<file path="config.mk">
export PLATFORM = sky130hd
export DESIGN_NAME = sevenseg_scan
export DESIGN_NICKNAME = d
export VERILOG_FILES = /design/src/rtl/sevenseg_scan.sv
export SDC_FILE = /design/constraint.sdc
export NUM_CORES = 1
export LEC_CHECK = 0
export ABC_AREA = 1
export CORE_MARGIN = 2
export CORE_UTILIZATION = 55
export CTS_CLUSTER_SIZE = 16
export DETAILED_ROUTE_END_ITERATION = 8
export GPL_ROUTABILITY_DRIVEN = 0
export PLACE_DENSITY_LB_ADDON = 0.2
export SLEW_MARGIN = 5
export SYNTH_ARGS = -nofsm -noshare
export SYNTH_HDL_FRONTEND = slang
export SYNTH_SLANG_ARGS = --single-unit
</file>
<file path="constraint.sdc">
create_clock -name clk -period 3.46 [get_ports clk]
set_clock_uncertainty 0.1 [all_clocks]
set_input_delay 0.519 -clock clk [delete_from_list [all_inputs] [get_ports clk]]
set_output_delay 0.519 -clock clk [all_outputs]
set_load 0.05 [all_outputs]
</file>
<file path="src/rtl/sevenseg_scan.sv">
// Time-multiplexed scan controller for a common-anode seven-segment display.
// New values are double-buffered and only swapped in on frame boundaries.
module sevenseg_scan #(
  parameter int NDIGITS      = 4,
  parameter int REFRESH_DIV  = 50000,
  parameter int BLANK_CYCLES = 500
) (
  input  logic                   clk,
  input  logic                   reset,
  input  logic                   load,
  input  logic [4*NDIGITS-1:0]   value,
  input  logic [NDIGITS-1:0]     dp_in,
  input  logic [NDIGITS-1:0]     digit_en,
  input  logic                   lz_blank,
  output logic [3:0]             digit,
  output logic                   dp,
  output logic [NDIGITS-1:0]     an,
  output logic                   frame_tick,
  output logic                   pending
);

  localparam int IW = (NDIGITS > 1) ? $clog2(NDIGITS) : 1;
  localparam int CW = $clog2(REFRESH_DIV);

  typedef enum logic {
    BLANK = 1'b0,
    DRIVE = 1'b1
  } phase_t;

  logic [CW-1:0]          cnt;
  logic [IW-1:0]          idx;
  logic [4*NDIGITS-1:0]   pend_val;
  logic [NDIGITS-1:0]     pend_dp;
  logic                   pend_flag;
  logic [4*NDIGITS-1:0]   act_val;
  logic [NDIGITS-1:0]     act_dp;
  logic                   slot_end;
  logic                   frame_end;
  phase_t                 phase;
  logic [NDIGITS-1:0]     supp;
  logic                   cur_supp;
  logic                   cur_dp;
  logic                   drive;

  assign slot_end  = (cnt == CW'(REFRESH_DIV - 1));
  assign frame_end = slot_end && (idx == IW'(NDIGITS - 1));

  always_ff @(posedge clk or posedge reset) begin
    if (reset) begin
      cnt        <= '0;
      idx        <= '0;
      pend_val   <= '0;
      pend_dp    <= '0;
      pend_flag  <= 1'b0;
      act_val    <= '0;
      act_dp     <= '0;
      frame_tick <= 1'b0;
    end else begin
      frame_tick <= frame_end;
      if (slot_end) begin
        cnt <= '0;
        idx <= frame_end ? '0 : idx + 1'b1;
      end else begin
        cnt <= cnt + 1'b1;
      end
      if (load) begin
        pend_val <= value;
        pend_dp  <= dp_in;
      end
      // A load landing on the frame-end edge bypasses the pending buffer.
      if (frame_end) begin
        if (load) begin
          act_val <= value;
          act_dp  <= dp_in;
        end else if (pend_flag) begin
          act_val <= pend_val;
          act_dp  <= pend_dp;
        end
        pend_flag <= 1'b0;
      end else if (load) begin
        pend_flag <= 1'b1;
      end
    end
  end

  assign phase   = (int'(cnt) < BLANK_CYCLES) ? BLANK : DRIVE;
  assign pending = pend_flag;

  // A position is zero-suppressed when it and everything to its left is zero.
  always_comb begin
    logic all_zero;
    all_zero = 1'b1;
    supp     = '0;
    for (int i = NDIGITS - 1; i >= 0; i--) begin
      all_zero = all_zero & (act_val[4*i +: 4] == 4'h0);
      supp[i]  = ~digit_en[i] | (lz_blank & all_zero & (i != 0));
    end
  end

  always_comb begin
    digit    = 4'h0;
    cur_dp   = 1'b0;
    cur_supp = 1'b0;
    for (int i = 0; i < NDIGITS; i++) begin
      if (idx == IW'(i)) begin
        digit    = act_val[4*i +: 4];
        cur_dp   = act_dp[i];
        cur_supp = supp[i];
      end
    end
  end

  assign drive = ~reset & (phase == DRIVE) & ~cur_supp;
  assign dp    = drive & cur_dp;

  always_comb begin
    an = '1;
    for (int i = 0; i < NDIGITS; i++) begin
      if (drive && idx == IW'(i)) an[i] = 1'b0;
    end
  end

endmodule

</file>
### Word-level counts from Yosys, hierarchy flattened

Index checks and enable logic that the tools add are counted.
W data, S select, Z words.

| storage, ports and cells | value |
|---|---|
| input port bits | 28 |
| flip-flop bits (word level) | 60 |
| logic and storage cells | 69 |

| cells by class | value |
|---|---|
| reduce and logical (&&, ||, !) cells | 12 |
| bitwise gates (word level) | 17 |
| equal/unequal tests | 4 |
| $add $sub $neg | 2 |
| mux-type cells | 25 |
| order comparisons | 1 |

Operator list:

| operator | number |
|---|---|
| $mux W16 | 3 |
| $mux W4 | 6 |
| $add A16 B1 Y16 const B | 1 |
| $eq A16 B16 Y1 const B | 1 |
| $lt A16 B9 Y1 const B | 1 |
| $mux W1 | 15 |
| $logic_not A4 Y1 | 3 |
| $and A1 B1 Y1 | 8 |
| $not A1 Y1 | 6 |
| $logic_and A1 B1 Y1 | 5 |
| $eq A2 B2 Y1 const B | 2 |
| $reduce_bool A2 Y1 | 2 |
| $or A1 B1 Y1 | 3 |
| $add A2 B1 Y2 const B | 1 |
| $eq A2 B1 Y1 const B | 1 |
| $logic_not A2 Y1 | 1 |
| $mux W2 | 1 |
| $reduce_and A2 Y1 | 1 |

### Logic depth before layout (Yosys ltp)

| logic depth | value |
|---|---|
| depth after elaboration | 12 |
| gate-level depth with buffers | 11 |

### Worst setup path after synthesis

OpenSTA, ideal clock, no wires.

| timing | value |
|---|---|
| path kind | input to output |
| start | input reset |
| end | output dp |
| stages | 5 |
| arrival time | 2871 ps |
| slack | -30 ps |
| data required time | 2841 ps |
| cells stage by stage | inv_1 nand2_1 nor2_2 nand2_1 nor2_1 |

| between the ends | value |
|---|---|
| cells in the longest elaborated chain, start to end | 4 |

RTL lines:

| what | line | text |
|---|---|---|
| start: declaration | 9 | `input logic reset,` |
| $not A1 Y1 | 113 | `assign drive = ~reset & (phase == DRIVE) & ~cur_supp;` |
| $and A1 B1 Y1 (2 in a row) | 113 |  |
| $and A1 B1 Y1 | 114 | `assign dp = drive & cur_dp;` |
| end: declaration | 16 | `output logic dp,` |

Every way passes these cells.

### Worst setup path in the final report

| timing | value |
|---|---|
| start | register idx[1] |
| end | output digit[3] |

| between the ends | value |
|---|---|
| cells in the longest elaborated chain, start to end | 5 |
| elaborated cells between the ends (all ways) | 8 |

RTL lines:

| what | line | text |
|---|---|---|
| start: declaration | 31 | `logic [IW-1:0] idx;` |
| start signal: assignment | 62 | `idx <= frame_end ? '0 : idx + 1'b1;` |
| $logic_not A2 Y1 | 105 | `if (idx == IW'(i)) begin` |
| $mux W4 (3 in a row) | 105 |  |
| $mux W4 (*) | 105 |  |
| end: declaration | 15 | `output logic [3:0] digit,` |

Every way passes the cells marked *; elsewhere a longest branch is shown, timed or not.

==> key figures <==
Place
  – Hpwl dp: 4580 µm
  – Placed cells: 471
  – PortBufs: 38

Critical path
  – Startpoint types: flip-flop
  – Worst-path fanout max: 8
  – Crit-path max cell delay: between 0.8 and 0.9 ns
  – Slowest-stage cell, CP: clkdlybuf4s50_1
  – Crit path launch: idx[1]
  – Setup CP Type: reg2out
  – Worst Path Required: 2.84 ns
  – CP Capture Type: output pin
  – Critical R2R Launch: cnt[10]
  – Critical path arrival: 2.62 ns
  – Cells along the critical path: inv_1 > ha_1 > inv_1 > nand2_1 > inv_1 > nand2_1 > nand2_1 > o21ai_0 > o21ai_0 > clkdlybuf4s50_1

Final layout
  – Fillers: 439
  – Ant. Diodes: 0
  – Synth-to-Final Area Change: 24.0%
  – NumNets Final: 445
  – Post-Layout Cell Count: 486
  – Reg area: 1500 µm²
  – Fraction of layout cells with a size suffix above 1: 0.0745
  – Area of the multi-input gates: 1250 µm²

Global routing
  – First-pass GRT wire length: 11,500 µm
  – Largest net degree at the start of global routing: 61
  – Overflow after GRT: 0
  – Gr usage total: 0.245
  – Vias in the first global route: between 2,000 and 3,000
  – Initial antenna violation count: 0

Logic synthesis
  – Largest family of logic cells by synthesized area: simple AND/OR/NAND/NOR gates
  – Most numerous cell in the Yosys netlist: nand2_1
  – Main synth FF type: dfrtp_1
  – Top cells by area, synth: dfrtp_1, nand2_1, nand4_1, inv_1, nor2_1
  – Multiplexer share of the synthesized area: 0.00341
  – Biggest area consumer among synthesized cells: dfrtp_1
  – Avg Cell Area, Syn: 7.85 µm²
  – Synth Area in Adders: 0.0213
  – Syn_nets: 407
  – Synth warn: 0
  – Commonest cells post-synth: nand2_1, dfrtp_1, inv_1
  – Syn Inst Count: approximately 370
  – Post-synthesis sequential area ratio: 0.511
  – Synth Area in XOR/XNOR: 0.0209
  – Mapped Area: 2940 µm²
  – Simple-Gate Fraction of Synth Area: 0.335
  – EDFF count, synth: 0
  – Yosys cell types: 23
  – Synth async-reset ratio: 1.00
  – Post-synth top area share: 0.511
  – Yosys reg bits: 60
  – Complex-gate fraction of the synthesized area: 0.0460

STA
  – Final hold viol count: 0
  – Max frequency: 0.309 GHz
  – Measured slew at the worst slew-check pin: 0.737 ns
  – Fin crit period: 3.24 ns
  – Slew Limit Fails: 0
  – Setup TNS: 0 ns
  – RSZ-0062 raised after global routing: false
  – Final setup vio count: 0
  – Fin crit share: 0.935
  – Rel. slew slack: 0.509

Clocking
  – CTS sink count: 60
  – Post-CTS Resized: 0
  – Setup bufs post-CTS: 0
  – Clk slew on worst S/H paths: 0.06 ns
  – Max Root-Sink Buffers: 2
  – H-Tree Depth: 3
  – Skew-Pair Late Insertion Delay: 0.33 ns
  – CTS tree: done
  – Number of CTS-inserted buffers: 9
  – CTS Hold Bufs: 0
  – Root Buffer: clkbuf_8

Job
  – MaxCap Viol Count: 0

Detailed routing
  – Final wirelength: 6660 µm
  – Remaining DRCs: 0
  – ANT nets after route: 0
  – Avg Vias per Cell: between 5 and 6
  – Vias post-DR: 2,568
  – WL/cell: around 14 µm
  – First-iteration detailed-routing DRC count: 152
  – Pre-antenna DRT Iters: 4

Hold path
  – HP Class: reg2reg
  – Hold Startpoint: cnt[0]

Floorplanning
  – Ports: 39
  – Core area: roughly 5100 µm²
  – Die Wd: 77.1 µm
  – Cell Rows: 26
  – Starting Density: 0.571
  – Die area: ~5900 µm²
  – Die H: 77.1 µm

Power
  – Worst vdd ir: 0.000303 V
  – Static leakage: 1.83 nW
  – Cell Pwr Density: 419 nW/µm²

Run status
  – Status: finished clean
-- state kept, by name (all words and copies together) (netlist names) --
signal / count
idx: 2
pending: 1
pend_val: 16
cnt: 16
act_val: 16
act_dp: 4
pend_dp: 4
frame_tick: 1
-- layout make-up --
| class | count | share of cell area |
|---|---|---|
| tap | 70 | 0.0241 |
| timing repair buffer | 43 | 0.125 |
| sequential | 60 | 0.412 |
| multi-input combinational | 267 | 0.344 |
| inverter | 31 | 0.0330 |
| clock buffer | 11 | 0.0416 |
| clock inverter | 4 | 0.0199 |
-- report_power, final --
| part | leakage, nW | switching [W] | internal (W) | total, W |
|---|---|---|---|---|
| Combinational | 0.935 | 0.0000449 | 0.0000387 | 0.0000836 |
| Clock | 0.111 | 0.000274 | 0.000440 | 0.000714 |
| Sequential | 0.783 | 0.00000567 | 0.000722 | 0.000727 |
-- worst paths after layout --
kind	endpoint	slack [ns]	cells after the start
max reg2reg	act_val[2]	0.98	9
min	cnt[0]	0.37	1
min reg2reg	cnt[0]	0.37	1
max	digit[3]	0.22	10
max in group asynchronous	pend_val[9]	2.05	3
min in group asynchronous	pend_val[3]	0.72	3
-- per-layer routing --
layer	routed length, µm	GRT usage	up-vias
met1	2730	0.289	1196
met2	3400	0.416	64
met3	286	0.0365	26
li1	-	-	1282
met4	255	0.159	0
met5	0	0	-
-- per-stage QoR --
| step | hold slack [ns] | power, W | util | worst slack (ns) | area [µm²] |
|---|---|---|---|---|---|
| floorplan | 0.333 | 0.000780 | - | 0.643 | 2940 |
| global placement | 0.345 | 0.000823 | 0.665 | 0.715 | 3420 |
| detailed placement | 0.358 | 0.000826 | 0.665 | 0.660 | 3420 |
| CTS | 0.368 | 0.00154 | 0.708 | 0.256 | 3640 |
| global route | 0.392 | 0.00157 | 0.708 | 0.116 | 3640 |
| finish | 0.366 | 0.00152 | 0.708 | 0.224 | 3640 |
-- critical path, delay by kind of cell (launching register included) --
| family | cells | cell delay (ns) |
|---|---|---|
| buffers and inverters | 4 | 1.14 |
| DFF | 1 | 0.38 |
| AOI/OAI and AO/OA | 2 | 0.29 |
| adders and majority gates | 1 | 0.29 |
| and+or+nand+nor | 3 | 0.17 |
-- logic make-up (layout without fill, tap and decap cells) --
group,count (synthesis),after routing
simple gates,228,228
flops,60,60
buf+inv,47,89
compound gates,26,26
xor+xnor,7,7
fa+ha+maj,5,5
mux,1,1
-- cell usage in the layout (no fill, tap or decap) --
master           synthesis  final
and2_1                   1      1
o21ai_0                 12     12
bufinv_16                0      2
nor4_1                   4      4
xor2_1                   7      7
buf_4                    0      6
nor2_1                  28     28
inv_1                   31     30
a21oi_1                 12     12
nand4_1                 24     24
nand2_1                140    140
and2_0                   1      1
o211ai_1                 2      2
clkinv_2                 0      1
nand3_1                 19     19
mux2i_1                  1      1
clkbuf_8                 0     11
clkinvlp_4               0      2
nor2_2                   1      1
ha_1                     5      5
buf_12                   0      4
clkdlybuf4s50_1          0     33
or2_0                    1      1
dfrtp_1                 60     60
or2_2                    1      1
nand2_2                  1      1
nor3_2                   2      2
nor3_1                   5      5
(Power assumes the default switching activity.)
